--- src/rtl/instruction_fetch_stage.sv ---
// MIPS instruction fetch stage: owns the PC and the IF/ID register. It selects the
// next PC from its redirect sources and stops in a sticky FAULT state on an illegal fetch.
module instruction_fetch_stage #(
    parameter int                    DATA_WIDTH   = 32,
    parameter logic [DATA_WIDTH-1:0] RESET_PC     = 32'h0040_0000,
    parameter int                    MEMORY_DEPTH = 2048
) (
    input  logic                  clk,
    input  logic                  reset,
    input  logic                  Stall,
    input  logic                  Flush,
    input  logic                  Branch_Taken,
    input  logic [DATA_WIDTH-1:0] Branch_Target,
    input  logic                  Jump,
    input  logic [25:0]           Jump_Index,
    input  logic                  JR,
    input  logic [DATA_WIDTH-1:0] JR_Target,
    input  logic [DATA_WIDTH-1:0] Instruction,
    output logic [DATA_WIDTH-1:0] PC_Address,
    output logic [DATA_WIDTH-1:0] IF_ID_Instruction,
    output logic [DATA_WIDTH-1:0] IF_ID_PC_Plus4,
    output logic                  IF_ID_Valid,
    output logic                  Fetch_Fault,
    output logic [DATA_WIDTH-1:0] Fault_PC,
    output logic                  fsm_state_dbg
);

    typedef enum logic {
        ST_RUN   = 1'b0,
        ST_FAULT = 1'b1
    } state_e;

    localparam logic [DATA_WIDTH-1:0] PC_LIMIT = RESET_PC + DATA_WIDTH'(4 * MEMORY_DEPTH);

    state_e                state_q, state_d;
    logic [DATA_WIDTH-1:0] pc_q, pc_d;
    logic [DATA_WIDTH-1:0] ifid_instr_q, ifid_instr_d;
    logic [DATA_WIDTH-1:0] ifid_pc4_q, ifid_pc4_d;
    logic                  ifid_valid_q, ifid_valid_d;
    logic [DATA_WIDTH-1:0] fault_pc_q, fault_pc_d;

    logic [DATA_WIDTH-1:0] pc_plus4;
    logic [DATA_WIDTH-1:0] jump_target;
    logic [DATA_WIDTH-1:0] redirect_target;
    logic                  redirect;
    logic                  pc_legal;

    assign pc_plus4    = pc_q + DATA_WIDTH'(4);
    assign jump_target = {ifid_pc4_q[DATA_WIDTH-1:DATA_WIDTH-4], Jump_Index, 2'b00};
    assign redirect    = Branch_Taken | JR | Jump;
    assign pc_legal    = (pc_q[1:0] == 2'b00) && (pc_q >= RESET_PC) && (pc_q < PC_LIMIT);

    always_comb begin
        redirect_target = jump_target;
        if (Branch_Taken) begin
            redirect_target = Branch_Target;
        end else if (JR) begin
            redirect_target = JR_Target;
        end
    end

    // A redirect beats both Stall and the legality check, so a bad PC can be escaped.
    always_comb begin
        state_d      = state_q;
        pc_d         = pc_q;
        ifid_instr_d = ifid_instr_q;
        ifid_pc4_d   = ifid_pc4_q;
        ifid_valid_d = ifid_valid_q;
        fault_pc_d   = fault_pc_q;
        unique case (state_q)
            ST_RUN: begin
                if (redirect) begin
                    pc_d         = redirect_target;
                    ifid_instr_d = '0;
                    ifid_valid_d = 1'b0;
                end else if (!pc_legal) begin
                    state_d      = ST_FAULT;
                    fault_pc_d   = pc_q;
                    ifid_instr_d = '0;
                    ifid_valid_d = 1'b0;
                end else if (Flush) begin
                    ifid_instr_d = '0;
                    ifid_valid_d = 1'b0;
                    if (!Stall) begin
                        pc_d = pc_plus4;
                    end
                end else if (!Stall) begin
                    pc_d         = pc_plus4;
                    ifid_instr_d = Instruction;
                    ifid_pc4_d   = pc_plus4;
                    ifid_valid_d = 1'b1;
                end
            end
            ST_FAULT: begin
            end
            default: state_d = ST_FAULT;
        endcase
    end

    always_ff @(posedge clk or negedge reset) begin
        if (!reset) begin
            state_q      <= ST_RUN;
            pc_q         <= RESET_PC;
            ifid_instr_q <= '0;
            ifid_pc4_q   <= '0;
            ifid_valid_q <= 1'b0;
            fault_pc_q   <= '0;
        end else begin
            state_q      <= state_d;
            pc_q         <= pc_d;
            ifid_instr_q <= ifid_instr_d;
            ifid_pc4_q   <= ifid_pc4_d;
            ifid_valid_q <= ifid_valid_d;
            fault_pc_q   <= fault_pc_d;
        end
    end

    assign PC_Address        = pc_q;
    assign IF_ID_Instruction = ifid_instr_q;
    assign IF_ID_PC_Plus4    = ifid_pc4_q;
    assign IF_ID_Valid       = ifid_valid_q;
    assign Fetch_Fault       = (state_q == ST_FAULT);
    assign Fault_PC          = fault_pc_q;
    assign fsm_state_dbg     = state_q;

endmodule
--- config.mk ---
export PLATFORM = sky130hd
export DESIGN_NAME = instruction_fetch_stage
export DESIGN_NICKNAME = d
export VERILOG_FILES = /design/src/rtl/instruction_fetch_stage.sv
export SDC_FILE = /design/constraint.sdc
export NUM_CORES = 1
export LEC_CHECK = 0
export CORE_ASPECT_RATIO = 1.75
export CORE_MARGIN = 10
export CORE_UTILIZATION = 38
export DETAILED_ROUTE_END_ITERATION = 10
export GPL_TIMING_DRIVEN = 0
export PLACE_DENSITY = 0.87
export SLEW_MARGIN = 20
export SYNTH_ARGS = -nofsm -noshare
export SYNTH_HDL_FRONTEND = slang
export SYNTH_SLANG_ARGS = --single-unit
--- constraint.sdc ---
create_clock -name clk -period 2.3 [get_ports clk]
set_input_delay 0.345 -clock clk [delete_from_list [all_inputs] [get_ports clk]]
set_output_delay 0.345 -clock clk [all_outputs]
set_load 0.01 [all_outputs]
# Yosys cells after proc, flatten, opt, wreduce, memory -nomap -nowiden
# Cells that the tools add are included.
[classes]
n_addsub = 1
order_cmp = 2
eq_ne = 2
muxes = 16
bitwise = 7
n_reduce_logical = 8
[op_table]
columns = ["cell", "n"]
rows = [
  ["two-way mux 32 bit", 9],
  ["adder 32 x 3 -> 32 bit (second input constant)", 1],
  ["greater-or-equal comparator 32 x 23 -> 1 bit (second input constant)", 1],
  ["less-than comparator 32 x 23 -> 1 bit (second input constant)", 1],
  ["two-way mux 1 bit", 7],
  ["AND reduction 3 bit", 2],
  ["NOT 1 bit", 5],
  ["AND reduction 5 bit", 1],
  ["inequality test 4 bit (second input constant)", 1],
  ["logical AND 1 bit", 2],
  ["logical NOT 2 bit", 1],
  ["inequality test 2 x 1 -> 1 bit (second input constant)", 1],
  ["OR 1 bit", 2],
  ["AND reduction 2 bit", 1],
  ["nonzero test 2 bit", 1],
]
[word_totals]
reg_bits = 130
in_bits = 129
elab_cells = 42

# Logic depth before layout (Yosys ltp)
# Gate-level depths: netlist of run 1.
[depth]
word_depth = 6
depth_mapped = 7

# Worst setup path before layout of run 1
# Ideal clock, no wire load.
[synth_path]
kind = "register -> register"
startpoint = "register pc_q[14], in the netlist PC_Address[14]"
endpoint = "register pc_q[27], in the netlist PC_Address[27]"
setup_time_ns = 0.127
t_arrival_ns = 2.201
required_time_ns = 2.173
setup_slack_ns = -0.029
path_stages_with_launch = 7
synth_period_minus_slack_ns = 2.329
path_cell_list = "dfrtp_1 > or4_1 > nand4b_1 > or3_4 > a21oi_4 > buf_6 > mux2_1"
[synth_between]
elab_chain_len = 5
word_cells_on_any_way = 10
[synth_lines]
columns = ["element", "line_no", "rtl"]
rows = [
  ["from (decl)", "36", "logic [DATA_WIDTH-1:0] pc_q, pc_d;"],
  ["from (signal assigned)", "110", "pc_q <= pc_d;"],
  ["greater-or-equal comparator 32 x 23 -> 1 bit", "51", "assign pc_legal = (pc_q[1:0] == 2'b00) && (pc_q >= RESET_PC) && (pc_q < PC_LIMIT);"],
  ["logical AND 1 bit (2 in a row)", "51", ""],
  ["nonzero test 2 bit (no line)", "n/a", ""],
  ["AND reduction 3 bit (no line)", "n/a", ""],
]
# Parallel ways exist; a longest one is shown, timed or not. The select of a mux whose other input is x is not followed.
# A chain may end at the register's enable or synchronous reset.

# Final worst setup path of run 1
[layout_path]
startpoint = "register pc_q[0], in the netlist PC_Address[0]"
endpoint = "register pc_q[25], in the netlist PC_Address[25]"
[layout_between]
elab_chain_len = 5
word_cells_on_any_way = 11
[layout_lines]
columns = ["element", "line_no"]
rows = [
  ["greater-or-equal comparator 32 x 23 -> 1 bit / logical NOT 2 bit (equally long branches)", "51"],
  ["logical AND 1 bit (2 in a row)", "51"],
  ["nonzero test 2 bit (no line)", "n/a"],
  ["AND reduction 3 bit (no line)", "n/a"],
]
# Parallel ways exist; a longest one is shown, timed or not. The select of a mux whose other input is x is not followed.

==> metrics list, run 1 <==
- The run finished, with violations left.
- The final reports fail on negative setup slack.
- Count of final hold-check violations: 0
- In the final routed layout, each cell accounts on average for 22.7 µm.
- In this run the static leakage power is 4.13 nW.
* Worst-path cell chain: or4_4 > nand4b_1 > or3_4 > a21oi_4 > buf_6 > mux2_2
- Predominant post-synthesis flop cell: sky130_fd_sc_hd__dfrtp_1
* Post-Syn Nets: 676
- Share of flip-flops with an asynchronous set or reset: 1.00
- The worst setup path is launched from a flop.
- Detailed placement ended at an HPWL of 18,100 µm.
- Full die area: 21,400 µm²
- The finished cells cover 9720 µm².
* Number of search-and-repair iterations in the first detailed-routing pass: 5
* Number of fill cells in the layout: between 1k and 1.5k
- After the first detailed-routing iteration, the DRC count stood at 355.
- In this run the power density over the cells is 589 nW/µm².
- No sink is reached through more buffers than the 2 on the longest clock path.
- Netlist cell types: 59
- In the layout the commonest cells are 258 x sky130_fd_sc_hd__clkdlybuf4s50_1, 126 x sky130_fd_sc_hd__dfrtp_1, 47 x sky130_fd_sc_hd__nand2_1, 33 x sky130_fd_sc_hd__mux2_2, 32 x sky130_fd_sc_hd__a22o_1.
- The number of global-route vias before repair came to around 6.0k.
- Die Wd: 115 µm
- Max-cap violations in this run came to 0.
* CTS sink cnt: 130
- Max stage delay cell, worst path: sky130_fd_sc_hd__or4_4
- The routed design uses between 2000 and 2500 µm of met3 wire.
- The synthesized design contains 0 enable-type register cells.
* Critical path buffer and inverter count: 1
* Post-Syn Instances: 545
- Row generation in the floorplan step produced 60 rows.
- The worst register-to-register path begins at PC_Address[0].
- Data on the critical path is required at its endpoint by roughly 2600 ps.
- The count of nets left with antenna violations once routing finished came out at 0.
- Subtracting the final worst setup slack from the clock period gives 2340 ps.
* Top layer in use: met4
- Setup slack on the critical path of the routed design comes to -39.1 ps.
* Critical setup path kind: flop to flop
- H-Tree Depth: 4
- IR analysis of the VDD net gives a maximum drop of 461 µV.
- Height of the chip: 186 µm
- The synthesized netlist occupies a cell area of 5980 µm².
- Post-detailed-route DRC marker count: 0
- Based on the critical path, the design can be clocked at up to about 430 MHz.
- Hold timing on the final database bottoms out at a slack of 421 ps.
- Root Buffer Master: sky130_fd_sc_hd__clkbuf_16
- Critical path endpoint category: flop
- Final net count: 966
- Peak per-stage delay on the critical path: between 500 and 600 ps
- Number of placed I/O pins: 260
- The number of clock buffers added by TritonCTS is 17.
- Final wirelength: 23,500 µm
- After detailed routing, the wire length on met1 is ~8100 µm.
- Post-Place Cell Area: just under 9000 µm²
- Setup repair after global routing could not meet its margin everywhere.
- Mapped Avg Cell Area: 11.0 µm²
- Clock-pin slew was measured on the worst setup and hold paths at 60 ps.
- Core Box Area: between 15,000 and 20,000 µm²
- Source of the critical timing path: PC_Address[0]
* YS warnings: 0
* Effective utilization at floorplan: 0.389
- Final GP Congestion: 0.897
* # port buffers: 259
* All-Layer GR Usage: 0.213
- Routed wl met2: 12,600 µm
- Slew Limit Fails: 0
* Drt via density: 5.51
- At the pin with the least slew margin, the transition time is 662 ps.
* Area growth from synthesis to layout: 62.4%
* Ratio of final minimum period to clock period: 1.02
* Crit Path Max Fanout: 5
- The first global-routing pass estimated between 30,000 and 40,000 µm of wire.
* Final Util: 0.632
- The later pin in the worst-skew pair is clocked with a latency of 410 ps.
- The library cell used most frequently in the layout, excluding fill and tap cells, is sky130_fd_sc_hd__clkdlybuf4s50_1.
- Worst min path class: input port to asynchronous set/reset pin
- For this block, the via count after detailed routing is ~5.7k.
- In this design, the largest share of critical-path delay is due to simple AND/OR/NAND/NOR gates.
- Summed over all layers, the global routing overflow is 0.
- Data arrival time of the critical path: approximately 2600 ps
- In the final layout, the share of cells above drive strength 1 is 0.165.
* Worst slew margin relative to its limit: 0.559
- The share of the Yosys chip area taken by registers is 0.544.
- The initial antenna violation count came to 1.
- Maximum number of pins on one net before global-route repair: a little over 80
* TritonCTS clock tree: done
- After synthesis the netlist holds a flip-flop and latch count of 130.
- Setup violations remaining at the end of the flow were counted as 4.
- Worst clock skew on the final layout: 10.1 ps
## cells by family (layout without fill, tap and decap cells)
kind of cell	after synthesis	in the layout	synth area share
flops	130	130	0.544
compound gates	159	159	0.189
xor+xnor	10	10	0.0146
other cells	0	1	0
buf+inv	57	359	0.0468
simple gates	144	144	0.122
fa+ha+maj	2	2	0.00418
mux	43	43	0.0803
## worst register-to-register path: cells and delay by family (launching register included)
family          cells  cell delay [ps]
compound gates      1              180
buf+inv             1              160
mux                 1              340
flops               1              400
simple gates        3             1140
## flip-flops by register name, indices dropped and copies added, names as in the netlist
| name | count |
|---|---|
| IF_ID_Instruction | 32 |
| IF_ID_PC_Plus4 | 32 |
| IF_ID_Valid | 1 |
| Fetch_Fault | 1 |
| PC_Address | 32 |
| Fault_PC | 32 |
## cell type report
type	instances	area (µm²)	area share
inverter	13	52.6	0.00541
antenna	1	2.50	0.000257
buffer	41	264	0.0272
tap	186	233	0.0239
timing repair buffer	274	2740	0.282
clock inverter	13	151	0.0156
clock buffer	18	439	0.0452
sequential	130	3260	0.335
multi-input combinational	358	2570	0.265
## cell usage after synthesis, types with 12 or more instances
cell type | n | area [µm²]
sky130_fd_sc_hd__nor2_1 | 22 | 82.6
sky130_fd_sc_hd__dfrtp_1 | 129 | 3230
sky130_fd_sc_hd__a22o_1 | 32 | 280
sky130_fd_sc_hd__a22oi_1 | 15 | 113
sky130_fd_sc_hd__o22ai_1 | 13 | 81.3
sky130_fd_sc_hd__and2_1 | 19 | 119
sky130_fd_sc_hd__mux2_2 | 33 | 372
sky130_fd_sc_hd__nand3_1 | 13 | 65.1
sky130_fd_sc_hd__clkbuf_1 | 23 | 86.3
sky130_fd_sc_hd__o21ai_0 | 31 | 155
sky130_fd_sc_hd__inv_1 | 12 | 45.0
sky130_fd_sc_hd__a21oi_1 | 14 | 70.1
sky130_fd_sc_hd__nand2_1 | 47 | 176
## through the flow
step / instances / total power, W / setup TNS, ps / setup WS (ps)
global route: 1034 / 0.00594 / -2110 / -92.9
CTS: 1033 / 0.00575 / -69.8 / -25.7
global placement: 990 / 0.00299 / -609860 / -4750
detailed placement: 991 / 0.00301 / -58570 / -811
floorplan: 545 / 0.00257 / 0 / 10.5
finish: 1034 / 0.00573 / -110 / -39.1
## power by group
part | internal [W] | leakage [nW] | switching, W
Combinational | 0.000358 | 2.11 | 0.000260
Clock | 0.00164 | 0.282 | 0.00109
Sequential | 0.00233 | 1.74 | 0.0000495
Total | 0.00433 | 4.13 | 0.00140
## layer usage
| metal | track usage | vias to the layer above |
|---|---|---|
| li1 | - | 2576 |
| met1 | 0.231 | 2800 |
| met2 | 0.371 | 283 |
| met3 | 0.0638 | 42 |
| met4 | 0.0915 | 0 |
| met5 | 0 | - |
## final timing paths
path                       cells after the start                 end  slack [ps]
max                                            6      PC_Address[25]         -40
min                                            2        Fault_PC[10]         420
max reg2reg                                    6      PC_Address[25]         -40
min reg2reg                                    1  IF_ID_PC_Plus4[22]         470
max in group asynchronous                      3      PC_Address[29]        1130
min in group clk                               1  IF_ID_PC_Plus4[22]         470
## what timing repair did
item	CTS	global route
hold buffers	1	0
resized for setup	25	28
endpoints found under the hold margin	49	0
setup endpoints to repair	124	112
setup buffers	11	2
pin swaps	4	1
Note: power is estimated with default switching activity, not from simulation.
==> run 2: changes to the inputs <==
ABC_AREA = 1   (was unset)
CORE_MARGIN = 1   (was 10)
CORE_UTILIZATION = 40   (was 38)
PLACE_DENSITY = 0.89   (was 0.87)
SLEW_MARGIN = 5   (was 20)
==> run 2 against run 1 <==
Effect of this change:
- the run now ends clean
- worst setup slack better by 340 ps
- total power is 1.7% lower
- first-iteration DRC count is 5.9% lower
- largest power group unchanged
- via count is 16% higher
==> metrics list, run 2 <==
- The slowest stage of the critical path belongs to the cell sky130_fd_sc_hd__dfrtp_1.
* Number of fill cells in the layout: 1,349 (+13%)
- The DRC violation total after the first TritonRoute iteration came to 334 (-5.9%).
* Number of placed I/O pins: 260 (unchanged)
- The share of Yosys cell area claimed by the top area cell type is 0.494 (-0.0453).
- The synthesized design spends more area on one cell type than any other, namely sky130_fd_sc_hd__dfrtp_1.
* Critical setup path kind: flop to primary output
* Worst EP required: 1960 ps (-630 ps)
- Count of hold-fix buffers inserted at cts: 1 (unchanged)
- The Yosys warning count was 0 (unchanged).
* Crit Path Max Fanout: 6 (+1)
- The remaining antenna violation count after routing is 0 (unchanged).
* Total grt overflow: 0 (unchanged)
- The initial antenna violation count was 0 (-1).
- The signal on the critical path passes through buf_4 > clkdlybuf4s50_1.
- The count of pins over their slew limit came to 0 (unchanged).
* Predominant post-synthesis flop cell: sky130_fd_sc_hd__dfrtp_1
- The stage delay of the slowest cell on the critical path was 540 ps (about the same).
* Area growth from synthesis to layout: 53.1%
- The slew at the pin with the worst max-slew slack was 532 ps (-130 ps).
- The achievable frequency is 501 MHz (+17%).
- The worst hold margin is 436 ps (+14.8 ps).
* Number of global-route vias before repair: 6,537 (+8.6%)
- By area the synthesized netlist is led by sky130_fd_sc_hd__dfrtp_1 49%, sky130_fd_sc_hd__nand2_1 18%, sky130_fd_sc_hd__inv_1 6.2%, sky130_fd_sc_hd__nor2_1 5.6%, sky130_fd_sc_hd__o21ai_0 3.1%.
- All-Layer GR Usage: 0.252 (+0.0395)
- Number of instances in the placed design: 1,314 (+33%)
- The number of buffers between clock root and the deepest sink is 2 (unchanged).
- Post-Syn Nets: 997 (+47%)
- The starting utilization of the core area was 0.410 (+0.0207).
- H-Tree Depth: 4 (unchanged)
- The die span in y was 171 µm (-8.0%).
- The leakage power total was 4.85 nW (+18%).
* Maximum number of pins on one net before global-route repair: 81 (unchanged)
- The number of clock sinks was 130 (unchanged).
- In this run the worst hold path is classified as input port to asynchronous set/reset pin.
- The net total in the final layout was 1,276 (+32%).
* Clock latency at the later pin of the worst-skew pair: 420 ps (about the same)
- Total via count in the routed design: 6,600 (+16%)
- Post-CTS Setup Repair Bufs: 0 (-11)
- The clock input transition at the sequential cells of the worst setup and hold paths came to 60 ps (about the same).
- Drt via density: 4.90 (-11%)
- Critical path buffer and inverter count: 2 (+1)
- The number of antenna diodes is 0 (-1).
- Data arrival time of the critical path: 1650 ps (-980 ps)
- The number of buffer cells added on primary ports came to 258 (-0.39%).
* Fraction of the yosys area taken by sequential cells: 0.498 (-0.0456)
- Setup Viol. Count Final: 0 (-4)
* Most common cell after layout, fill and taps aside: sky130_fd_sc_hd__nand2_1
- TritonCTS built the clock tree.
- Critical R2R Launch: PC_Address[14]
- Final GP Congestion: 0.911 (+1.5%)
- The width of the die is 98.6 µm (-14%).
- The cell sitting at the root of the clock tree is a sky130_fd_sc_hd__clkbuf_16.
* Post-detailed-route DRC marker count: 0 (unchanged)
* Setup slack of the most critical reg-to-reg path: 310 ps (+350 ps)
* Logic depth of the worst register-to-register path: 7 (+1)
* Cell types with the highest counts after synthesis: 314 x sky130_fd_sc_hd__nand2_1, 129 x sky130_fd_sc_hd__dfrtp_1, 108 x sky130_fd_sc_hd__inv_1
- The final non-filler cell total is 1,347 (+30%).
- The number of search-and-repair iterations in the first detailed-routing pass was 5 (unchanged).
* Clock period minus final worst setup slack: 2000 ps (-342 ps)
- Leading cell types in the layout, fill and taps excluded: 314 x sky130_fd_sc_hd__nand2_1, 257 x sky130_fd_sc_hd__clkdlybuf4s50_1, 129 x sky130_fd_sc_hd__dfrtp_1, 108 x sky130_fd_sc_hd__inv_1, 98 x sky130_fd_sc_hd__nor2_1
- The routed wire length per instance came to 15.7 µm (-31%).
- Netlist cell types: 32 (-46%)
- Setup repair after global routing missed its margin: no
* Mapped Avg Cell Area: 7.54 µm² (-31%)
* Number of buffers created by CTS: 17 (unchanged)
* Path length in cells of the critical path: 2 (-4)
- The post-synthesis instance total was 866 (+59%).
- The endpoint identified for the worst register-to-register timing path is Fault_PC[16].
- Worst slew margin relative to its limit: 0.645 (+0.0865)
- Full die area: 16,900 µm² (-21%)
- Result of the run: complete, no violations
* Number of synthesized flops with an enable pin: 0 (unchanged)
- The final clock skew is 13.8 ps (+3.68 ps).
- Summed instance area of the synthesized netlist: 6530 µm² (+9.2%)
- The half-perimeter wire length after detailed placement is 16,900 µm (-6.8%).
- Fraction of final layout cells with drive strength greater than 1: 0.0743 (-0.0910)
- Share of flip-flops with an asynchronous set or reset: 1.00 (unchanged)
* Resize count post-CTS: 0 (-100%)
- The count of endpoints failing hold in the final timing report came to 0 (unchanged).
* Gate family responsible for the most delay along the worst path: buffers and inverters
- Final wirelength: 21,100 µm (-9.9%)
- Cell with the most instances after synthesis: sky130_fd_sc_hd__nand2_1
- Startpoint class of the critical path: flop
- Ratio of final minimum period to clock period: 0.868 (-0.149)
- STA classifies the critical path endpoint as a primary output.
- PwrDens: 563 nW/µm² (-4.5%)
* Number of max-capacitance violations reported: 0 (unchanged)
- The total number of placement rows came to 61 (+1.7%).
- Peak supply drop: 363 µV (-21%)
- The global-route wire length before repair is 32,800 µm (-6.3%).
- The count of state elements after synthesis was 130 (unchanged).
- Core Box Area: 16,000 µm² (+3.6%)
[run 2: cells by family after synthesis]
kind of cell               after synthesis  synth area share
and+or+nand+nor                        465             0.292
buffers and inverters                  158             0.106
DFF                                    130             0.498
AOI/OAI and AO/OA                      104            0.0908
xor gates and xnor gates                 7           0.00939
adders and majority gates                2           0.00383
[run 2: per-layer routing]
| metal | part of all wire | track usage | wire [µm] | vias to the layer above |
|---|---|---|---|---|
| met2 | 0.54 | 0.462 | 11300 | 261 |
| li1 | - | - | - | 3243 |
| met1 | 0.38 | 0.275 | 7930 | 3041 |
| met3 | 0.047 | 0.0478 | 995 | 55 |
| met5 | 0 | 0 | 0 | - |
| met4 | 0.042 | 0.129 | 880 | 0 |
[run 2: power by group]
group | total [W] | switching, W | internal (W)
logic | 0.000514 | 0.000221 | 0.000293
clock network | 0.00280 | 0.00108 | 0.00172
registers | 0.00231 | 0.0000100 | 0.00230
[run 2: worst max path at each step]
| stage | slack [ps] | start | end |
|---|---|---|---|
| final | 300 | Fetch_Fault | fsm_state_dbg |
| after global routing | 170 | PC_Address[14] | Fault_PC[2] |
| after CTS | 300 | Fetch_Fault | fsm_state_dbg |
| after detailed placement | 70 | Branch_Taken | PC_Address[8] |
| after global placement | -4100 | reset | Fault_PC[19] |
| after floorplan | 730 | PC_Address[2] | PC_Address[12] |
[run 2: area by class of cell]
type | instances | area [µm²] | share of cell area
Buffer | 44 | 260 | 0.0260
Clock buffer | 18 | 429 | 0.0429
Clock inverter | 14 | 179 | 0.0179
Inverter | 114 | 432 | 0.0432
Multi-Input combinational cell | 578 | 2590 | 0.259
Sequential cell | 130 | 3250 | 0.325
Tap cell | 189 | 236 | 0.0237
Timing Repair Buffer | 260 | 2620 | 0.262
[run 2: per-stage QoR]
stage               utilization  total power [W]  instance area (µm²)  TNS (ps)  setup slack [ps]
floorplan                     -          0.00252                 6530         0               728
detailed placement        0.588          0.00287                 9380         0              67.6
global placement          0.586          0.00285                 9350   -529970             -4100
finish                    0.627          0.00563                10000         0               302
CTS                       0.627          0.00566                10000         0               303
global route              0.627          0.00579                10000         0               168
